===== config.mk =====
export PLATFORM = sky130hd
export DESIGN_NAME = best_arr_readout_flat
export DESIGN_NICKNAME = d
export VERILOG_FILES = /design/src/rtl/best_arr_readout_if.sv /design/src/rtl/best_arr_readout.sv /design/src/flat_wrapper.sv
export SDC_FILE = /design/constraint.sdc
export NUM_CORES = 1
export LEC_CHECK = 0
export CORE_ASPECT_RATIO = 0.9
export CORE_UTILIZATION = 45
export DETAILED_ROUTE_END_ITERATION = 16
export GPL_TIMING_DRIVEN = 1
export PLACE_DENSITY = 0.65
export SYNTH_ARGS = -nofsm -noshare
export SYNTH_HDL_FRONTEND = slang
export SYNTH_SLANG_ARGS = --single-unit
export TNS_END_PERCENT = 50

===== constraint.sdc =====
create_clock -name clk -period 5.3 [get_ports clk]
set_clock_uncertainty 0.2 [all_clocks]
set_input_delay 1.59 -clock clk [delete_from_list [all_inputs] [get_ports clk]]
set_output_delay 1.59 -clock clk [all_outputs]
set_load 0.05 [all_outputs]

===== src/rtl/best_arr_readout_if.sv =====
// rtl/best_arr_readout_if.sv - memory read port and output FIFO write port bundle
//
// master (readout engine): drives mem_ren, mem_raddr, out_wenq, out_wdata;
//                          receives mem_rdata, out_wfull_n
// slave  (memory + FIFO) : the reverse directions
interface best_arr_readout_if #(
    parameter int DATA_WIDTH = 11,
    parameter int IDX_WIDTH  = 9,
    parameter int ADDRW      = 9
);
    logic                  mem_ren;
    logic [ADDRW-1:0]      mem_raddr;
    logic [IDX_WIDTH-1:0]  mem_rdata;
    logic                  out_wenq;
    logic [DATA_WIDTH-1:0] out_wdata;
    logic                  out_wfull_n;

    modport master (
        output mem_ren, mem_raddr, out_wenq, out_wdata,
        input  mem_rdata, out_wfull_n
    );

    modport slave (
        input  mem_ren, mem_raddr, out_wenq, out_wdata,
        output mem_rdata, out_wfull_n
    );
endinterface


===== src/rtl/best_arr_readout.sv =====
// rtl/best_arr_readout.sv - streams the best-index memory to an output FIFO in blocked or raster order
//
// Ports:
//   clk, rst        : clock (rising edge), asynchronous active-high reset
//   i_start         : one-cycle request to begin a readout (ignored while busy)
//   i_abort         : cancel a running readout
//   i_raster_mode   : 0 = blocked order, 1 = raster order (captured with i_start)
//   o_busy          : high while streaming or draining
//   o_done          : one-cycle pulse after normal completion
//   bus (master)    : memory read port (mem_ren/mem_raddr/mem_rdata, 1-cycle latency)
//                     and output FIFO write port (out_wenq/out_wdata/out_wfull_n)
module best_arr_readout #(
    parameter int DATA_WIDTH = 11,
    parameter int IDX_WIDTH  = 9,
    parameter int ROW_SIZE   = 26,
    parameter int COL_SIZE   = 19,
    parameter int NUM_SPLITS = 2,
    parameter int BLOCKING   = 4,
    parameter int ADDRW      = $clog2(ROW_SIZE*COL_SIZE)
) (
    input  logic clk,
    input  logic rst,
    input  logic i_start,
    input  logic i_abort,
    input  logic i_raster_mode,
    output logic o_busy,
    output logic o_done,
    best_arr_readout_if.master bus
);
    localparam int SPLIT_W = ROW_SIZE / NUM_SPLITS;
    localparam int NUM_BLK = (SPLIT_W + BLOCKING - 1) / BLOCKING;
    localparam int LAST_W  = SPLIT_W - (NUM_BLK - 1) * BLOCKING;
    localparam int P_W     = $clog2(NUM_SPLITS + 1);
    localparam int X_W     = $clog2(NUM_BLK + 1);
    localparam int Y_W     = $clog2(COL_SIZE + 1);
    localparam int XI_W    = $clog2(ROW_SIZE + 1);

    typedef enum logic [1:0] {S_IDLE, S_STREAM, S_DRAIN} state_t;

    state_t r_state;
    state_t w_state_next;

    logic              r_raster;
    logic [P_W-1:0]    r_p;
    logic [X_W-1:0]    r_x;
    logic [Y_W-1:0]    r_y;
    logic [XI_W-1:0]   r_xi;
    logic [ADDRW-1:0]  r_strip_base;
    logic [ADDRW-1:0]  r_blk_base;
    logic [ADDRW-1:0]  r_row_base;

    logic                 r_inflight;
    logic [1:0]           r_cnt;
    logic [IDX_WIDTH-1:0] r_buf0;
    logic [IDX_WIDTH-1:0] r_buf1;
    logic                 r_done;

    logic [XI_W-1:0]      w_width;
    logic                 w_last_xi, w_last_y, w_last_x, w_last_p, w_last_all;
    logic                 w_busy, w_abort_busy;
    logic [2:0]           w_occ, w_occ_next;
    logic                 w_head_valid, w_push, w_ren;
    logic                 w_pop_buf, w_ins;
    logic [1:0]           w_ins_pos;
    logic [IDX_WIDTH-1:0] w_head;
    logic                 w_done_set;

    // Raster order reuses the blocked loop nest as one strip of one block
    // whose width is the whole row, so a single set of counters serves both.
    assign w_width    = r_raster                         ? XI_W'(ROW_SIZE) :
                        (r_x == X_W'(NUM_BLK - 1))       ? XI_W'(LAST_W)   :
                                                           XI_W'(BLOCKING);
    assign w_last_xi  = (r_xi == w_width - XI_W'(1));
    assign w_last_y   = (r_y == Y_W'(COL_SIZE - 1));
    assign w_last_x   = r_raster || (r_x == X_W'(NUM_BLK - 1));
    assign w_last_p   = r_raster || (r_p == P_W'(NUM_SPLITS - 1));
    assign w_last_all = w_last_xi && w_last_y && w_last_x && w_last_p;

    assign w_busy       = (r_state != S_IDLE);
    assign w_abort_busy = w_busy && i_abort;

    // Data returning from memory this cycle can bypass straight to the FIFO
    // when nothing is buffered, giving the two-cycle start-to-push latency.
    assign w_head_valid = (r_cnt != 2'd0) || r_inflight;
    assign w_head       = (r_cnt != 2'd0) ? r_buf0 : bus.mem_rdata;
    assign w_push       = w_head_valid && bus.out_wfull_n && w_busy && !i_abort;

    assign w_occ      = {1'b0, r_cnt} + {2'b00, r_inflight};
    assign w_occ_next = w_occ - {2'b00, w_push};
    assign w_ren      = (r_state == S_STREAM) && !i_abort &&
                        ((w_occ < 3'd2) || ((w_occ == 3'd2) && w_push));

    assign w_pop_buf = w_push && (r_cnt != 2'd0);
    assign w_ins     = r_inflight && !(w_push && (r_cnt == 2'd0));
    assign w_ins_pos = r_cnt - {1'b0, w_pop_buf};

    assign bus.mem_ren   = w_ren;
    assign bus.mem_raddr = r_row_base + ADDRW'(r_xi);
    assign bus.out_wenq  = w_push;
    assign bus.out_wdata = w_head_valid ? DATA_WIDTH'(w_head) : '0;
    assign o_busy        = w_busy;
    assign o_done        = r_done;

    always_ff @(posedge clk or posedge rst) begin
        if (rst) begin
            r_state <= S_IDLE;
        end else begin
            r_state <= w_state_next;
        end
    end

    always_comb begin
        w_state_next = r_state;
        w_done_set   = 1'b0;
        case (r_state)
            S_IDLE: begin
                if (i_start) begin
                    w_state_next = S_STREAM;
                end
            end
            S_STREAM: begin
                if (i_abort) begin
                    w_state_next = S_IDLE;
                end else if (w_ren && w_last_all) begin
                    w_state_next = S_DRAIN;
                end
            end
            S_DRAIN: begin
                // Leave as soon as everything left is pushed this cycle so that
                // done lands one cycle after the final push.
                if (i_abort) begin
                    w_state_next = S_IDLE;
                end else if (w_occ_next == 3'd0) begin
                    w_state_next = S_IDLE;
                    w_done_set   = 1'b1;
                end
            end
            default: begin
                w_state_next = S_IDLE;
            end
        endcase
    end

    always_ff @(posedge clk or posedge rst) begin
        if (rst) begin
            r_raster     <= 1'b0;
            r_p          <= '0;
            r_x          <= '0;
            r_y          <= '0;
            r_xi         <= '0;
            r_strip_base <= '0;
            r_blk_base   <= '0;
            r_row_base   <= '0;
            r_inflight   <= 1'b0;
            r_cnt        <= 2'd0;
            r_buf0       <= '0;
            r_buf1       <= '0;
            r_done       <= 1'b0;
        end else begin
            if ((r_state == S_IDLE) && i_start) begin
                r_raster <= i_raster_mode;
            end

            if ((r_state == S_IDLE) || w_abort_busy) begin
                r_p          <= '0;
                r_x          <= '0;
                r_y          <= '0;
                r_xi         <= '0;
                r_strip_base <= '0;
                r_blk_base   <= '0;
                r_row_base   <= '0;
            end else if (w_ren) begin
                if (!w_last_xi) begin
                    r_xi <= r_xi + XI_W'(1);
                end else begin
                    r_xi <= '0;
                    if (!w_last_y) begin
                        r_y        <= r_y + Y_W'(1);
                        r_row_base <= r_row_base + ADDRW'(ROW_SIZE);
                    end else begin
                        r_y <= '0;
                        if (!w_last_x) begin
                            r_x        <= r_x + X_W'(1);
                            r_blk_base <= r_blk_base + ADDRW'(BLOCKING);
                            r_row_base <= r_blk_base + ADDRW'(BLOCKING);
                        end else begin
                            r_x <= '0;
                            if (!w_last_p) begin
                                r_p          <= r_p + P_W'(1);
                                r_strip_base <= r_strip_base + ADDRW'(SPLIT_W);
                                r_blk_base   <= r_strip_base + ADDRW'(SPLIT_W);
                                r_row_base   <= r_strip_base + ADDRW'(SPLIT_W);
                            end else begin
                                r_p          <= '0;
                                r_strip_base <= '0;
                                r_blk_base   <= '0;
                                r_row_base   <= '0;
                            end
                        end
                    end
                end
            end

            if (w_abort_busy) begin
                r_inflight <= 1'b0;
                r_cnt      <= 2'd0;
            end else begin
                r_inflight <= w_ren;
                if (w_pop_buf) begin
                    r_buf0 <= r_buf1;
                end
                // A later assignment to r_buf0 here overrides the shift above.
                if (w_ins) begin
                    if (w_ins_pos == 2'd0) begin
                        r_buf0 <= bus.mem_rdata;
                    end else begin
                        r_buf1 <= bus.mem_rdata;
                    end
                end
                r_cnt <= r_cnt - {1'b0, w_pop_buf} + {1'b0, w_ins};
            end

            r_done <= w_done_set;
        end
    end
endmodule


===== src/flat_wrapper.sv =====
// flat-port wrapper written by rule: the top's interface ports become plain ports
module best_arr_readout_flat 
#(
    parameter int DATA_WIDTH = 11,
    parameter int IDX_WIDTH  = 9,
    parameter int ROW_SIZE   = 26,
    parameter int COL_SIZE   = 19,
    parameter int NUM_SPLITS = 2,
    parameter int BLOCKING   = 4,
    parameter int ADDRW      = $clog2(ROW_SIZE*COL_SIZE)
)
  (clk, rst, i_start, i_abort, i_raster_mode, o_busy, o_done, bus_mem_ren, bus_mem_raddr, bus_out_wenq, bus_out_wdata, bus_mem_rdata, bus_out_wfull_n);
  best_arr_readout_if #(.DATA_WIDTH(DATA_WIDTH), .IDX_WIDTH(IDX_WIDTH), .ADDRW(ADDRW)) bus_i ();
  input  logic clk;
  input  logic rst;
  input  logic i_start;
  input  logic i_abort;
  input  logic i_raster_mode;
  output logic o_busy;
  output logic o_done;
  output wire logic [$bits(bus_i.mem_ren)-1:0] bus_mem_ren;
  output wire logic [$bits(bus_i.mem_raddr)-1:0] bus_mem_raddr;
  output wire logic [$bits(bus_i.out_wenq)-1:0] bus_out_wenq;
  output wire logic [$bits(bus_i.out_wdata)-1:0] bus_out_wdata;
  input wire logic [$bits(bus_i.mem_rdata)-1:0] bus_mem_rdata;
  input wire logic [$bits(bus_i.out_wfull_n)-1:0] bus_out_wfull_n;
  assign bus_mem_ren = bus_i.mem_ren;
  assign bus_mem_raddr = bus_i.mem_raddr;
  assign bus_out_wenq = bus_i.out_wenq;
  assign bus_out_wdata = bus_i.out_wdata;
  assign bus_i.mem_rdata = bus_mem_rdata;
  assign bus_i.out_wfull_n = bus_out_wfull_n;
  best_arr_readout #(.DATA_WIDTH(DATA_WIDTH), .IDX_WIDTH(IDX_WIDTH), .ROW_SIZE(ROW_SIZE), .COL_SIZE(COL_SIZE), .NUM_SPLITS(NUM_SPLITS), .BLOCKING(BLOCKING), .ADDRW(ADDRW)) u_core (.clk(clk), .rst(rst), .i_start(i_start), .i_abort(i_abort), .i_raster_mode(i_raster_mode), .o_busy(o_busy), .o_done(o_done), .bus(bus_i));
endmodule

==> impl.org <==
** Outcome
- Result of the run :: completed

** Timing
- Summed negative setup slack over all endpoints :: 0 ps
- Final critical-path required period :: 5030 ps
- Headroom to the max-slew limit came out at 30.5%.
- Final setup violating endpoints :: 0
- Highest achievable clock rate :: 0.199 GHz
- For the pin with the worst max-slew slack, the measured transition is 1040 ps.
- The number of endpoints with negative hold slack in the final report is 0.
- Of the available clock period, the critical path in the final layout requires 94.8%.
- Setup repair after global routing left no endpoint under its margin.
- The final count of pins violating max slew was 0.

** Clock network
- The clock passes through at most 2 buffers.
- Number of buffers added to fix hold violations after cts :: 0
- Clock tree root buffer cell :: sky130_fd_sc_hd__clkbuf_8
- Once the clock tree was built, the setup fixing pass inserted 0 buffers.
- TritonCTS clock tree :: done
- Number of H-tree levels :: 3
- Total of cells resized after clock tree synthesis :: 0
- Clock insertion delay at the later pin of the skew report :: 350 ps
- Clock slew at reported path FFs :: 80 ps
- The clock net in this run drives a total of 67 sinks.
- Number of buffers inserted during clock tree synthesis :: 9

** Layout
- The number of antenna diodes in the final layout is 0.
- Seq. cell area :: 0.00168 sq mm
- Area taken by multi-input logic gates :: 0.00228 sq mm
- Total of fill cells in the finished design :: 811
- From synthesis to final layout, the design area changed by 17.6%.
- Cells with a size suffix above 1 make up 11.2% of the layout.
- After routing the design area is 0.00490 sq mm.
- In the final design database the tool counted 530 nets.
- Post-route non-filler standard cell count :: 618

** Yosys
- The synthesized design contains 0 enable-type register cells.
- Total of flip-flops plus latches after synthesis :: 67
- The commonest cells after synthesis are sky130_fd_sc_hd__dfrtp_1, sky130_fd_sc_hd__nand2_1, sky130_fd_sc_hd__nor2_1, sky130_fd_sc_hd__nand3_1, sky130_fd_sc_hd__a21oi_1.
- Of the total synthesized cell area, the portion taken by full adders, half adders and majority gates is 6.48%.
- Of all flip-flops after synthesis, the portion carrying an async set or reset was 100%.
- Counting every instance in the synthesized netlist gives 462.
- Count leader, synth :: sky130_fd_sc_hd__dfrtp_1
- After synthesis, the largest area contributor takes up 40.2% of total cell area.
- Proportion of synthesized chip area in sequential cells :: 40.2%
- Summing the areas of all xor and xnor instances in the mapped netlist gives 3.36% of the synthesized area.
- Cell type with the largest total area after synthesis :: sky130_fd_sc_hd__dfrtp_1
- Number of warnings reported in the yosys synthesis log :: 0
- Largest family of logic cells by synthesized area :: compound AO/OA/AOI/OAI gates
- Of the total synthesized cell area, the portion taken by AND, OR, NAND and NOR gates is 19.7%.
- Unique masters post-synth :: 68
- Cell types with the largest area share after synthesis :: sky130_fd_sc_hd__dfrtp_1, sky130_fd_sc_hd__ha_1, sky130_fd_sc_hd__nand2_1
- Main synth FF type :: sky130_fd_sc_hd__dfrtp_1
- Per-instance average area after synthesis :: 9.02 sq um
- Of the post-synthesis cell area, the part taken by muxes is 3.45%.
- Summing the areas of all compound-gate instances in the mapped netlist gives 21.5% of the synthesized area.
- The cell area that synthesis handed to floorplanning was 0.00417 sq mm.

** Critical path
- The setup path with the least slack is of type reg2out.
- For the worst flop-to-flop path, the logic depth is 9.
- STA classifies the critical path startpoint as a flip-flop.
- Critical Path Fanout Max :: 7
- Data arrives at the worst endpoint at 3240 ps.
- Among all stages on the critical path, the largest delay is contributed by sky130_fd_sc_hd__clkdlybuf4s50_1.
- Slack of the worst reg-to-reg path :: 1850 ps
- The worst setup path is captured at an output port.
- Highest cell delay on the worst timing path :: 830 ps
- Critical path, cell by cell :: ha_1 -> inv_1 -> fa_1 -> nor2b_1 -> o21ai_0 -> a21boi_0 -> o2111ai_1 -> xnor2_1 -> clkdlybuf4s50_1
- Data required, critical path :: 3510 ps

** Placed design
- RD Place Congestion :: 0.845
- Placed cell areas :: 0.00464 sq mm
- Including well taps, the total number of placed cells is 602.
- Count of input and output buffers :: 36
- Detailed placement ended at an HPWL of 7.18 mm.

** Die
- Initial core utilization :: 47.5%
- Row generation in the floorplan step produced 32 rows.
- Die outline area :: 0.00965 sq mm
- Die width :: 103 um
- Die Height :: 93.3 um
- Core area :: 0.00877 sq mm
- Number of I/O pins :: 39

** Global routing
- GRT overflow :: 0
- The via count of the first global-routing pass was 3383.
- The number of antenna violations at the first check in global routing is 0.
- Maximum number of pins on one net before global-route repair :: 25
- For this run, the total global-route usage over all layers was measured as 22.8%.
- Global-route wire length before repair :: 17.0 mm

** Power and ir drop
- Power spread over the standard cell area amounts to 391 mW/mm^2.
- IR analysis of the VDD net gives a maximum drop of 0.174 mV.
- Summed over all cells, the static leakage comes to 0.00208 uW.

** Detailed routing
- Post-DRT Antenna Nets :: 0
- Violation count after the first detailed-route iteration :: 160
- Avg WL per Cell :: 15.9 um
- The detailed router placed 3588 vias in this run.
- Drt drc :: 0
- For this block, the routed nets add up to 9.83 mm of wire.
- Dividing the detail-routed via count by the number of cells gives 5.81.
- Drt pass-1 iters :: 5

** Flow run
- Number of violations of the max-capacitance limit :: 0

** Worst hold path
- Hold/Removal Path Class :: reg2reg
- Min-Delay Path Depth :: 1
[routing by layer]
metal  GRT usage [%]  share of wire, %  vias up
met5               0                 0        -
met4            7.28               1.1        0
met3            4.11               4.4        9
met2            33.6                45       61
met1            33.8                50     1772
li1                -                 -     1746
[path summary, 6_finish.rpt]
check / startpoint / end
hold / removal: u_core.r_p[0]$_DFFE_PP0P_ / u_core.r_p[0]$_DFFE_PP0P_
hold reg to reg: u_core.r_p[0]$_DFFE_PP0P_ / u_core.r_p[0]$_DFFE_PP0P_
min in group asynchronous: rst / u_core.r_buf0[2]$_DFFE_PP0N_
max in group asynchronous: rst / u_core.r_row_base[1]$_DFFE_PP0P_
setup reg to reg: u_core.r_inflight$_DFF_PP0_ / u_core.r_strip_base[0]$_DFFE_PP0P_
setup / recovery: u_core.r_xi[0]$_DFFE_PP0P_ / bus_mem_raddr[8]
[worst max-delay path, delay by kind of cell, from the launching register on]
family	cells	cell delay, ps
xor gates and xnor gates	1	160
buffers and inverters	2	890
and+or+nand+nor	1	130
DFF	1	480
AOI/OAI and AO/OA	3	590
adders and majority gates	2	620
[power breakdown]
part	internal, uW	switching (uW)
Combinational	261	428
Sequential	595	68.8
Clock	359	204
Total	1210	700
[registers in the layout, summed over array words and instances, names as in the netlist, 3 cells and up]
name / cells
u_core.r_y: 5
u_core.r_blk_base: 9
u_core.r_x: 3
u_core.r_row_base: 9
u_core.r_buf0: 9
u_core.r_buf1: 9
u_core.r_xi: 5
u_core.r_strip_base: 9
[kinds of logic (layout without fill, tap and decap cells)]
kind of cell	Yosys count	count (layout)
adders and majority gates	21	21
other	1	2
DFF	67	67
muxes	13	13
and+or+nand+nor	166	166
AOI/OAI and AO/OA	129	129
xor gates and xnor gates	16	16
buffers and inverters	49	85
[metrics by stage]
stage               util [%]  setup slack [ps]  power [uW]  hold WS (ps)
floorplan                  -               453        1160           257
global placement        52.9               460        1350           280
detailed placement      52.9               443        1360           283
CTS                     55.9               259        1930           291
global route            55.9              81.4        2020           312
finish                  55.9               275        1920           288
[area by class of cell]
type                       instances  area share [%]
sequential                        67            34.2
multi-input combinational        347            46.5
timing repair buffer              44            8.98
tap                              119            3.04
clock inverter                     7            2.86
inverter                          25            1.91
clock buffer                       9            2.53
[cell usage in the layout, fill, tap and decap left out, types with 3 or more instances in the layout]
master / n
sky130_fd_sc_hd__a211oi_1: 7
sky130_fd_sc_hd__a21o_1: 3
sky130_fd_sc_hd__a21oi_1: 27
sky130_fd_sc_hd__a22o_1: 5
sky130_fd_sc_hd__a2bb2oi_1: 10
sky130_fd_sc_hd__a31oi_1: 3
sky130_fd_sc_hd__buf_4: 8
sky130_fd_sc_hd__bufinv_16: 4
sky130_fd_sc_hd__clkbuf_8: 9
sky130_fd_sc_hd__clkdlybuf4s50_1: 34
sky130_fd_sc_hd__dfrtp_1: 67
sky130_fd_sc_hd__ha_1: 20
sky130_fd_sc_hd__inv_1: 23
sky130_fd_sc_hd__mux2_2: 11
sky130_fd_sc_hd__nand2_1: 58
sky130_fd_sc_hd__nand3_1: 29
sky130_fd_sc_hd__nor2_1: 31
sky130_fd_sc_hd__nor3_1: 9
sky130_fd_sc_hd__nor3b_1: 6
sky130_fd_sc_hd__nor4_1: 5
sky130_fd_sc_hd__o211ai_1: 6
sky130_fd_sc_hd__o21a_1: 3
sky130_fd_sc_hd__o21ai_0: 22
sky130_fd_sc_hd__o22ai_1: 14
sky130_fd_sc_hd__o311ai_0: 3
sky130_fd_sc_hd__o31ai_1: 4
sky130_fd_sc_hd__or3_1: 5
sky130_fd_sc_hd__or4_1: 4
sky130_fd_sc_hd__xnor2_1: 12
sky130_fd_sc_hd__xor2_1: 4
Note: power is estimated with default switching activity, not from simulation.
